File: src/rtl/image_loader_pkg.sv
// Shared definitions for the boot-time image loader: loader states,
// header word offsets inside each image, and small decode helpers.
package mips_img_pkg;

  // Loader states, in stream order.
  typedef enum logic [3:0] {
    I_PC   = 4'd0,
    I_CNT  = 4'd1,
    I_BODY = 4'd2,
    D_SP   = 4'd3,
    D_CNT  = 4'd4,
    D_WORD = 4'd5,
    D_BYTE = 4'd6,
    FIN    = 4'd7,
    DONE   = 4'd8,
    ERR    = 4'd9
  } ld_state_e;

  // Word offsets inside one image (iimage or dimage).
  localparam int HDR_ADDR = 0;
  localparam int HDR_CNT  = 1;
  localparam int BODY     = 2;

  // Default memory geometry.
  localparam int IMEM_WORDS_DEF = 256;
  localparam int DMEM_BYTES_DEF = 1024;

  // True for the states that take a word from the stream.
  function automatic logic accepts_word(input ld_state_e st);
    case (st)
      I_PC, I_CNT, I_BODY, D_SP, D_CNT, D_WORD: return 1'b1;
      default:                                  return 1'b0;
    endcase
  endfunction

  // Little-endian byte lane select.
  function automatic logic [7:0] byte_lane(input logic [31:0] w, input logic [1:0] idx);
    case (idx)
      2'd0:    return w[7:0];
      2'd1:    return w[15:8];
      2'd2:    return w[23:16];
      2'd3:    return w[31:24];
      default: return 8'h00;
    endcase
  endfunction

endpackage

File: src/rtl/image_loader_if.sv
// Stream input, memory write ports and CPU init outputs of the image loader.
// master = the loader, slave = the stream source / memories / CPU side.
interface image_loader_if #(
  parameter int IA_W = 8,
  parameter int DA_W = 10
);
  logic            s_valid_i;
  logic [31:0]     s_data_i;
  logic            s_ready_o;
  logic            imem_we_o;
  logic [IA_W-1:0] imem_addr_o;
  logic [31:0]     imem_data_o;
  logic            dmem_we_o;
  logic [DA_W-1:0] dmem_addr_o;
  logic [7:0]      dmem_data_o;
  logic [31:0]     pc_init_o;
  logic [31:0]     sp_init_o;
  logic            init_we_o;
  logic            done_o;
  logic            err_o;

  modport master (
    input  s_valid_i, s_data_i,
    output s_ready_o, imem_we_o, imem_addr_o, imem_data_o,
           dmem_we_o, dmem_addr_o, dmem_data_o,
           pc_init_o, sp_init_o, init_we_o, done_o, err_o
  );

  modport slave (
    output s_valid_i, s_data_i,
    input  s_ready_o, imem_we_o, imem_addr_o, imem_data_o,
           dmem_we_o, dmem_addr_o, dmem_data_o,
           pc_init_o, sp_init_o, init_we_o, done_o, err_o
  );
endinterface

File: src/rtl/image_loader_serializer.sv
// Splits one 32-bit data word into four byte writes, LSB first, on four
// consecutive cycles starting the cycle after load_i. busy_o is high while
// further beats are still to be issued after the one currently on the outputs.
module word_byte_serializer
  import mips_img_pkg::*;
#(
  parameter int DA_W = 10
) (
  input  logic            clk_i,
  input  logic            rst_i,
  input  logic            load_i,
  input  logic [31:0]     word_i,
  input  logic [DA_W-1:0] base_i,
  output logic            busy_o,
  output logic            we_o,
  output logic [DA_W-1:0] addr_o,
  output logic [7:0]      data_o
);

  logic [31:0]     word_r;
  logic [DA_W-1:0] base_r;
  logic [1:0]      beat_r;
  logic            busy_r;
  logic            we_r;
  logic [DA_W-1:0] addr_r;
  logic [7:0]      data_r;

  // Beat sequencer: byte 0 goes out straight from the load, bytes 1..3 follow.
  always_ff @(posedge clk_i or posedge rst_i) begin
    if (rst_i) begin
      word_r <= 32'h0000_0000;
      base_r <= {DA_W{1'b0}};
      beat_r <= 2'd0;
      busy_r <= 1'b0;
      we_r   <= 1'b0;
      addr_r <= {DA_W{1'b0}};
      data_r <= 8'h00;
    end else if (load_i) begin
      word_r <= word_i;
      base_r <= base_i;
      beat_r <= 2'd1;
      busy_r <= 1'b1;
      we_r   <= 1'b1;
      addr_r <= base_i;
      data_r <= byte_lane(word_i, 2'd0);
    end else if (busy_r) begin
      we_r   <= 1'b1;
      addr_r <= base_r + {{(DA_W-2){1'b0}}, beat_r};
      data_r <= byte_lane(word_r, beat_r);
      busy_r <= (beat_r != 2'd3);
      beat_r <= beat_r + 2'd1;
    end else begin
      we_r <= 1'b0;
    end
  end

  assign busy_o = busy_r;
  assign we_o   = we_r;
  assign addr_o = addr_r;
  assign data_o = data_r;

endmodule

File: src/rtl/image_loader.sv
// Boot-time loader: parses the iimage/dimage word stream, writes instruction
// memory (word addressed) and data memory (byte addressed, little-endian),
// then hands the initial PC and $sp to the CPU and releases it.
module image_loader
  import mips_img_pkg::*;
#(
  parameter int IMEM_WORDS = IMEM_WORDS_DEF,
  parameter int DMEM_BYTES = DMEM_BYTES_DEF,
  parameter int IA_W       = $clog2(IMEM_WORDS),
  parameter int DA_W       = $clog2(DMEM_BYTES)
) (
  input  logic           clk_i,
  input  logic           rst_i,
  image_loader_if.master bus
);

  localparam logic [31:0]     I_MAX = 32'(IMEM_WORDS);
  localparam logic [31:0]     D_MAX = 32'(DMEM_BYTES / 4);
  localparam logic [IA_W:0]   K_ONE = {{IA_W{1'b0}}, 1'b1};
  localparam logic [DA_W-2:0] M_ONE = {{(DA_W-2){1'b0}}, 1'b1};
  localparam logic [DA_W-3:0] J_ONE = {{(DA_W-3){1'b0}}, 1'b1};

  ld_state_e       state_r, state_next_s;
  logic            ready_r;
  logic            hs_s;
  logic [31:0]     pc_r, sp_r;
  logic [IA_W:0]   n_r, k_r;       // wide enough to hold IMEM_WORDS itself
  logic [DA_W-2:0] m_r;            // holds DMEM_BYTES/4 itself
  logic [DA_W-3:0] j_r;            // data word index 0..M-1
  logic            imem_we_r;
  logic [IA_W-1:0] imem_addr_r;
  logic [31:0]     imem_data_r;
  logic            init_we_r, done_r, err_r;
  logic            last_body_s, last_word_s;
  logic            ser_load_s, ser_busy_s;
  logic            ser_we_s;
  logic [DA_W-1:0] ser_addr_s;
  logic [7:0]      ser_data_s;

  assign hs_s        = bus.s_valid_i & ready_r;
  assign last_body_s = (k_r == (n_r - K_ONE));
  assign last_word_s = ({1'b0, j_r} == (m_r - M_ONE));
  assign ser_load_s  = (state_r == D_WORD) & hs_s;

  // Next-state decode; the stream only advances the FSM on a handshake.
  always_comb begin
    state_next_s = state_r;
    case (state_r)
      I_PC: begin
        if (hs_s) state_next_s = I_CNT;
        else      state_next_s = state_r;
      end
      I_CNT: begin
        if (hs_s) begin
          if (bus.s_data_i > I_MAX)          state_next_s = ERR;
          else if (bus.s_data_i == 32'd0)    state_next_s = D_SP;
          else                               state_next_s = I_BODY;
        end else begin
          state_next_s = state_r;
        end
      end
      I_BODY: begin
        if (hs_s && last_body_s) state_next_s = D_SP;
        else                     state_next_s = state_r;
      end
      D_SP: begin
        if (hs_s) state_next_s = D_CNT;
        else      state_next_s = state_r;
      end
      D_CNT: begin
        if (hs_s) begin
          if (bus.s_data_i > D_MAX)          state_next_s = ERR;
          else if (bus.s_data_i == 32'd0)    state_next_s = FIN;
          else                               state_next_s = D_WORD;
        end else begin
          state_next_s = state_r;
        end
      end
      D_WORD: begin
        if (hs_s) state_next_s = D_BYTE;
        else      state_next_s = state_r;
      end
      D_BYTE: begin
        if (!ser_busy_s) begin
          if (last_word_s) state_next_s = FIN;
          else             state_next_s = D_WORD;
        end else begin
          state_next_s = state_r;
        end
      end
      FIN:     state_next_s = DONE;
      DONE:    state_next_s = DONE;
      ERR:     state_next_s = ERR;
      default: state_next_s = ERR;
    endcase
  end

  // State register; ready is registered from the state being entered.
  always_ff @(posedge clk_i or posedge rst_i) begin
    if (rst_i) begin
      state_r <= I_PC;
      ready_r <= 1'b0;
    end else begin
      state_r <= state_next_s;
      ready_r <= accepts_word(state_next_s);
    end
  end

  // Header capture: initial PC, $sp and the two counts.
  always_ff @(posedge clk_i or posedge rst_i) begin
    if (rst_i) begin
      pc_r <= 32'h0000_0000;
      sp_r <= 32'h0000_0000;
      n_r  <= {(IA_W+1){1'b0}};
      m_r  <= {(DA_W-1){1'b0}};
    end else begin
      if (state_r == I_PC && hs_s)  pc_r <= bus.s_data_i;
      if (state_r == I_CNT && hs_s) n_r  <= bus.s_data_i[IA_W:0];
      if (state_r == D_SP && hs_s)  sp_r <= bus.s_data_i;
      if (state_r == D_CNT && hs_s) m_r  <= bus.s_data_i[DA_W-2:0];
    end
  end

  // Instruction body: one write strobe per accepted word at index k.
  always_ff @(posedge clk_i or posedge rst_i) begin
    if (rst_i) begin
      k_r         <= {(IA_W+1){1'b0}};
      imem_we_r   <= 1'b0;
      imem_addr_r <= {IA_W{1'b0}};
      imem_data_r <= 32'h0000_0000;
    end else if (state_r == I_CNT) begin
      k_r       <= {(IA_W+1){1'b0}};
      imem_we_r <= 1'b0;
    end else if (state_r == I_BODY && hs_s) begin
      k_r         <= k_r + K_ONE;
      imem_we_r   <= 1'b1;
      imem_addr_r <= k_r[IA_W-1:0];
      imem_data_r <= bus.s_data_i;
    end else begin
      imem_we_r <= 1'b0;
    end
  end

  // Data word index: advances once all four bytes of a word have gone out.
  always_ff @(posedge clk_i or posedge rst_i) begin
    if (rst_i) begin
      j_r <= {(DA_W-2){1'b0}};
    end else if (state_r == D_CNT) begin
      j_r <= {(DA_W-2){1'b0}};
    end else if (state_r == D_BYTE && !ser_busy_s && !last_word_s) begin
      j_r <= j_r + J_ONE;
    end
  end

  // Completion and error flags; init_we is a single-cycle pulse out of FIN.
  always_ff @(posedge clk_i or posedge rst_i) begin
    if (rst_i) begin
      init_we_r <= 1'b0;
      done_r    <= 1'b0;
      err_r     <= 1'b0;
    end else begin
      init_we_r <= (state_r == FIN);
      done_r    <= done_r | (state_r == FIN);
      err_r     <= err_r | (state_next_s == ERR);
    end
  end

  word_byte_serializer #(.DA_W(DA_W)) u_ser (
    .clk_i  (clk_i),
    .rst_i  (rst_i),
    .load_i (ser_load_s),
    .word_i (bus.s_data_i),
    .base_i ({j_r, 2'b00}),
    .busy_o (ser_busy_s),
    .we_o   (ser_we_s),
    .addr_o (ser_addr_s),
    .data_o (ser_data_s)
  );

  assign bus.s_ready_o   = ready_r;
  assign bus.imem_we_o   = imem_we_r;
  assign bus.imem_addr_o = imem_addr_r;
  assign bus.imem_data_o = imem_data_r;
  assign bus.dmem_we_o   = ser_we_s;
  assign bus.dmem_addr_o = ser_addr_s;
  assign bus.dmem_data_o = ser_data_s;
  assign bus.pc_init_o   = pc_r;
  assign bus.sp_init_o   = sp_r;
  assign bus.init_we_o   = init_we_r;
  assign bus.done_o      = done_r;
  assign bus.err_o       = err_r;

endmodule

File: src/flat_wrapper.sv
// flat-port wrapper written by rule: the top's interface ports become plain ports
module image_loader_flat import mips_img_pkg::*;
#(
  parameter int IMEM_WORDS = IMEM_WORDS_DEF,
  parameter int DMEM_BYTES = DMEM_BYTES_DEF,
  parameter int IA_W       = $clog2(IMEM_WORDS),
  parameter int DA_W       = $clog2(DMEM_BYTES)
)
  (clk_i, rst_i, bus_s_valid_i, bus_s_data_i, bus_s_ready_o, bus_imem_we_o, bus_imem_addr_o, bus_imem_data_o, bus_dmem_we_o, bus_dmem_addr_o, bus_dmem_data_o, bus_pc_init_o, bus_sp_init_o, bus_init_we_o, bus_done_o, bus_err_o);
  image_loader_if #(.IA_W(IA_W), .DA_W(DA_W)) bus_i ();
  input  logic clk_i;
  input  logic rst_i;
  input wire logic [$bits(bus_i.s_valid_i)-1:0] bus_s_valid_i;
  input wire logic [$bits(bus_i.s_data_i)-1:0] bus_s_data_i;
  output wire logic [$bits(bus_i.s_ready_o)-1:0] bus_s_ready_o;
  output wire logic [$bits(bus_i.imem_we_o)-1:0] bus_imem_we_o;
  output wire logic [$bits(bus_i.imem_addr_o)-1:0] bus_imem_addr_o;
  output wire logic [$bits(bus_i.imem_data_o)-1:0] bus_imem_data_o;
  output wire logic [$bits(bus_i.dmem_we_o)-1:0] bus_dmem_we_o;
  output wire logic [$bits(bus_i.dmem_addr_o)-1:0] bus_dmem_addr_o;
  output wire logic [$bits(bus_i.dmem_data_o)-1:0] bus_dmem_data_o;
  output wire logic [$bits(bus_i.pc_init_o)-1:0] bus_pc_init_o;
  output wire logic [$bits(bus_i.sp_init_o)-1:0] bus_sp_init_o;
  output wire logic [$bits(bus_i.init_we_o)-1:0] bus_init_we_o;
  output wire logic [$bits(bus_i.done_o)-1:0] bus_done_o;
  output wire logic [$bits(bus_i.err_o)-1:0] bus_err_o;
  assign bus_i.s_valid_i = bus_s_valid_i;
  assign bus_i.s_data_i = bus_s_data_i;
  assign bus_s_ready_o = bus_i.s_ready_o;
  assign bus_imem_we_o = bus_i.imem_we_o;
  assign bus_imem_addr_o = bus_i.imem_addr_o;
  assign bus_imem_data_o = bus_i.imem_data_o;
  assign bus_dmem_we_o = bus_i.dmem_we_o;
  assign bus_dmem_addr_o = bus_i.dmem_addr_o;
  assign bus_dmem_data_o = bus_i.dmem_data_o;
  assign bus_pc_init_o = bus_i.pc_init_o;
  assign bus_sp_init_o = bus_i.sp_init_o;
  assign bus_init_we_o = bus_i.init_we_o;
  assign bus_done_o = bus_i.done_o;
  assign bus_err_o = bus_i.err_o;
  image_loader #(.IMEM_WORDS(IMEM_WORDS), .DMEM_BYTES(DMEM_BYTES), .IA_W(IA_W), .DA_W(DA_W)) u_core (.clk_i(clk_i), .rst_i(rst_i), .bus(bus_i));
endmodule
File: config.mk
export PLATFORM = sky130hd
export DESIGN_NAME = image_loader_flat
export DESIGN_NICKNAME = d
export VERILOG_FILES = /design/src/rtl/image_loader_pkg.sv /design/src/rtl/image_loader_if.sv /design/src/rtl/image_loader_serializer.sv /design/src/rtl/image_loader.sv /design/src/flat_wrapper.sv
export SDC_FILE = /design/constraint.sdc
export NUM_CORES = 1
export LEC_CHECK = 0
export CAP_MARGIN = 25
export CORE_ASPECT_RATIO = 0.75
export CORE_UTILIZATION = 50
export CTS_CLUSTER_DIAMETER = 150
export DETAILED_ROUTE_END_ITERATION = 10
export PLACE_DENSITY = 0.88
export SYNTH_ARGS = -nofsm -noshare
export SYNTH_HDL_FRONTEND = slang
export SYNTH_SLANG_ARGS = --single-unit
File: constraint.sdc
create_clock -name clk_i -period 8.4 [get_ports clk_i]
set_input_delay 1.26 -clock clk_i [delete_from_list [all_inputs] [get_ports clk_i]]
set_output_delay 1.26 -clock clk_i [all_outputs]
set_load 0.05 [all_outputs]
==> impl_table.tex <==
\begin{tabular}{lr}
\hline
Metric & Value \\
\hline
\multicolumn{2}{l}{\textbf{Outcome}} \\
Outcome & finished clean \\
\multicolumn{2}{l}{\textbf{Setup path}} \\
Data required time of the worst path & roughly 8.8 ns \\
Flop2flop setup slack & between 5 and 6 ns \\
Logic depth of the worst register-to-register path & 9 \\
Endpoint of the most critical register-to-register path & u\_core.j\_r[1] \\
Delay of the slowest cell on the worst path & 0.48 ns \\
Critical path, cell by cell & clkdlybuf4s50\_1, nand2\_1, nor2\_1, nand3\_2, buf\_4, inv\_2, buf\_4, nand4\_1, or3\_1, a21oi\_1 \\
Crit path max fanout & 45 \\
Master of the slowest instance on the critical path & sky130\_fd\_sc\_hd\_\_clkdlybuf4s50\_1 \\
Largest delay share family, worst path & buffers and inverters \\
Most used cell along the critical path & sky130\_fd\_sc\_hd\_\_buf\_4 \\
Number of buffers and inverters on the critical path & 4 \\
Arr. time, crit path & 4.02 ns \\
Sort of element at the end of the critical path & register \\
Startpoint Class & input pin \\
Critical path type & input pin to register \\
Worst reg2reg startpoint & u\_core.m\_r[0] \\
\multicolumn{2}{l}{\textbf{Power}} \\
Fraction of power spent switching nets & between 20\% and 30\% \\
Internal & 1.63 mW \\
Power share of the sequential group & 49.2\% \\
Power density over the cells & 176 nW/um\^{}2 \\
Max VDD drop & 0.139 mV \\
Clock power share & between 40\% and 50\% \\
Psw & 0.427 mW \\
Part of the power in combinational logic & 2.7\% \\
Leakage & around 5.7 nW \\
\multicolumn{2}{l}{\textbf{Clock tree}} \\
Root buffer selected by CTS & sky130\_fd\_sc\_hd\_\_clkbuf\_16 \\
Clk pin slew, worst setup/hold paths & about 0.06 ns \\
CTS Buf Count & 22 \\
Clock tree from TritonCTS & built \\
Hold-fix buffer count after cts & 0 \\
Deepest level of the CTS H-tree & 1 \\
Number of instances resized during post-cts repair & 0 \\
Post-CTS setup buffer count & 0 \\
Worst-Skew Late Latency & 0.50 ns \\
Sinks on Clock Net & 210 \\
Clk buf depth & 3 \\
\multicolumn{2}{l}{\textbf{Synthesis}} \\
Average instance area after synthesis & 10.5 sq um \\
FFs w/ async S/R, synth & 100\% \\
Combined area of all synthesized cells & a little over 9000 sq um \\
Leading post-synthesis cells by instance count & 273 x sky130\_fd\_sc\_hd\_\_nand2\_1, 210 x sky130\_fd\_sc\_hd\_\_dfrtp\_1, 78 x sky130\_fd\_sc\_hd\_\_mux2\_2 \\
Most numerous cell in the Yosys netlist & sky130\_fd\_sc\_hd\_\_nand2\_1 \\
Yosys warning total & 0 \\
Synthesized instance count & 869 \\
Flop and latch count out of synthesis & 210 \\
Seq/Total Area, Yosys & 57.8\% \\
Top cell type by total area after synthesis & sky130\_fd\_sc\_hd\_\_dfrtp\_1 \\
Prevailing post-synth register cell & sky130\_fd\_sc\_hd\_\_dfrtp\_1 \\
Top cells by area, synth & sky130\_fd\_sc\_hd\_\_dfrtp\_1 58\%, sky130\_fd\_sc\_hd\_\_nand2\_1 11\%, sky130\_fd\_sc\_hd\_\_mux2\_2 9.7\% \\
Number of enable flip-flop cells after synthesis & 0 \\
Proportion of netlist area held by the largest area contributor & 57.8\% \\
Post-Syn Nets & 912 \\
Netlist cell types & 53 \\
\multicolumn{2}{l}{\textbf{STA}} \\
Worst relative slew slack & 32.7\% \\
Actual slew at the worst max-slew pin & 1.00 ns \\
Slack of the critical path & around 4.8 ns \\
Final period util & 43.0\% \\
Final count of pins violating max slew & 0 \\
Accumulated negative setup slack & 0 ns \\
Endpoints failing hold & 0 \\
Highest attainable clock frequency & 277 MHz \\
Final setup violation count & 0 \\
Unrepaired setup endpoints after global routing & false \\
Worst hold margin & 0.467 ns \\
Final min period & 3.61 ns \\
Worst clock skew & 0.0120 ns \\
\multicolumn{2}{l}{\textbf{Cells and area}} \\
Layout Area Growth over Synthesis & 28.7\% \\
Number of antenna cells inserted & 0 \\
Share of post-route cells with drive strength above 1 & 12.8\% \\
Total Nets Final & 1057 \\
Post-layout util & 66.1\% \\
\multicolumn{2}{l}{\textbf{Drt}} \\
Wire length per cell after detailed routing & 18.6 um \\
Top sig layer & met4 \\
Post-detailed-route via-to-cell ratio & $\sim$5.6 \\
Routed metal-1 wire length & 10.2 mm \\
Length of routed met3 wiring & roughly 2.3 mm \\
Overall routed net length & 23.6 mm \\
Via count & 7093 \\
Number of iterations in the first detailed-routing pass & 6 \\
Met2 routed wirelength & 10.6 mm \\
Detail Route Antenna Nets & 0 \\
Initial DRC Count & 536 \\
Final routed DRC violation total & 0 \\
\multicolumn{2}{l}{\textbf{Global routing}} \\
Pin count of the biggest net entering global routing & $\sim$130 \\
Wire length of the first global-routing pass & 37.4 mm \\
Vias in the first global route & 7047 \\
Antenna violations before repair & 0 \\
Total global routing track utilization & 25.4\% \\
Global-route congestion overflow total & 0 \\
\multicolumn{2}{l}{\textbf{Floorplanning}} \\
Die Outline Area & 18700 sq um \\
Core footprint & 17700 sq um \\
Cell row count & 42 \\
Starting utilization of the core area & 51.4\% \\
Die extent in y & about 120 um \\
DIE WIDTH & 158 um \\
Ports placed on the boundary & around 160 \\
\multicolumn{2}{l}{\textbf{Worst hold path}} \\
Worst Hold Depth & 1 \\
Min-Delay Startpoint & u\_core.bus.done\_o \\
Path class of the lowest-slack min-delay path & register to register \\
Destination of the worst hold path & u\_core.bus.done\_o \\
\multicolumn{2}{l}{\textbf{Place}} \\
Detailed Place HPWL & roughly 15 mm \\
Number of buffers added on ports & 162 \\
RD Place Congestion & 0.848 \\
Worst setup timing slack at the placement stage & 4.35 ns \\
\multicolumn{2}{l}{\textbf{Job}} \\
Number of max-capacitance violations reported & 0 \\
\hline
\end{tabular}
-- registers in the layout, summed over array words and instances (netlist names), 2 cells and up --
name / count
u_core.bus.pc_init_o: 32
u_core.state_r: 4
u_core.u_ser.beat_r: 2
u_core.u_ser.base_r: 8
u_core.u_ser.data_o: 8
u_core.bus.sp_init_o: 32
u_core.u_ser.addr_o: 10
u_core.bus.imem_addr_o: 8
u_core.bus.imem_data_o: 32
u_core.j_r: 8
u_core.k_r: 9
u_core.n_r: 9
u_core.m_r: 9
u_core.u_ser.word_r: 32
-- through the flow --
stage               instance area [sq um]  power, mW  instances
floorplan                            9100       1.05        869
global placement                    10900       1.08       1228
detailed placement                  10900       1.08       1229
CTS                                 11600       2.07       1268
global route                        11700       2.12       1271
finish                              11700       2.06       1271
-- cell type report --
type	instances	area [sq um]
fillers	1280	6000
clock buffers	38	712
repair buffers	172	1750
multi-input cells	595	3610
well taps	242	303
clock inverters	1	30.0
flip-flops and latches	210	5260
inverters	13	56.3
-- cell families after synthesis --
| logic type | Yosys count | share of synthesized area (%) |
|---|---|---|
| AOI/OAI and AO/OA | 83 | 5.89 |
| adders and majority gates | 8 | 1.10 |
| and+or+nand+nor | 374 | 17.4 |
| DFF | 210 | 57.8 |
| buffers and inverters | 64 | 2.78 |
| muxes | 102 | 12.4 |
| xor gates and xnor gates | 28 | 2.70 |
-- how the worst max path moves through the flow --
stage,start,to,cells after the start
floorplan,rst_i,u_core.bus.done_o,1
global placement,bus_s_valid_i,u_core.k_r[5],10
detailed placement,bus_s_valid_i,u_core.k_r[5],10
CTS,bus_s_valid_i,u_core.k_r[5],10
global route,bus_s_valid_i,u_core.k_r[7],10
finish,bus_s_valid_i,u_core.k_r[5],10
-- worst register-to-register path, cell delays in order, from the launching register on --
cell	delay (ns)
sky130_fd_sc_hd__dfrtp_1	0.42
sky130_fd_sc_hd__inv_1	0.09
sky130_fd_sc_hd__ha_1	0.24
sky130_fd_sc_hd__or4b_4	0.51
sky130_fd_sc_hd__nor3_2	0.14
sky130_fd_sc_hd__xnor2_1	0.15
sky130_fd_sc_hd__nand4_1	0.16
sky130_fd_sc_hd__o211ai_1	0.83
sky130_fd_sc_hd__mux2i_1	0.27
sky130_fd_sc_hd__nor2_1	0.06
-- cells in the final DEF, fill, tap and decap left out, types with 9 or more instances in the layout --
master and count:
sky130_fd_sc_hd__dfrtp_1 210, sky130_fd_sc_hd__clkbuf_16 23, sky130_fd_sc_hd__nor3_1 9, sky130_fd_sc_hd__nand2_1 273, sky130_fd_sc_hd__nor4_1 11, sky130_fd_sc_hd__inv_1 11
sky130_fd_sc_hd__o21ai_0 25, sky130_fd_sc_hd__mux2_2 78, sky130_fd_sc_hd__clkdlybuf4s50_1 162, sky130_fd_sc_hd__a21oi_1 18, sky130_fd_sc_hd__mux2i_1 16, sky130_fd_sc_hd__nor2_1 37
sky130_fd_sc_hd__xor2_1 16, sky130_fd_sc_hd__xnor2_1 12
-- power by group through the flow --
stage | registers [mW] | clock network [mW] | logic [mW]
CTS | 1.01 | 1.00 | 0.0534
floorplan | 1.03 | 0 | 0.0170
global placement | 1.03 | 0 | 0.0525
global route | 1.01 | 1.05 | 0.0601
finish | 1.01 | 0.991 | 0.0545
detailed placement | 1.03 | 0 | 0.0531
-- per-layer routing --
metal,track usage [%],up-vias
li1,-,3234
met1,35.9,3518
met2,38.3,304
met3,7.71,37
met4,6.49,0
met5,0,-
(Power assumes the default switching activity.)
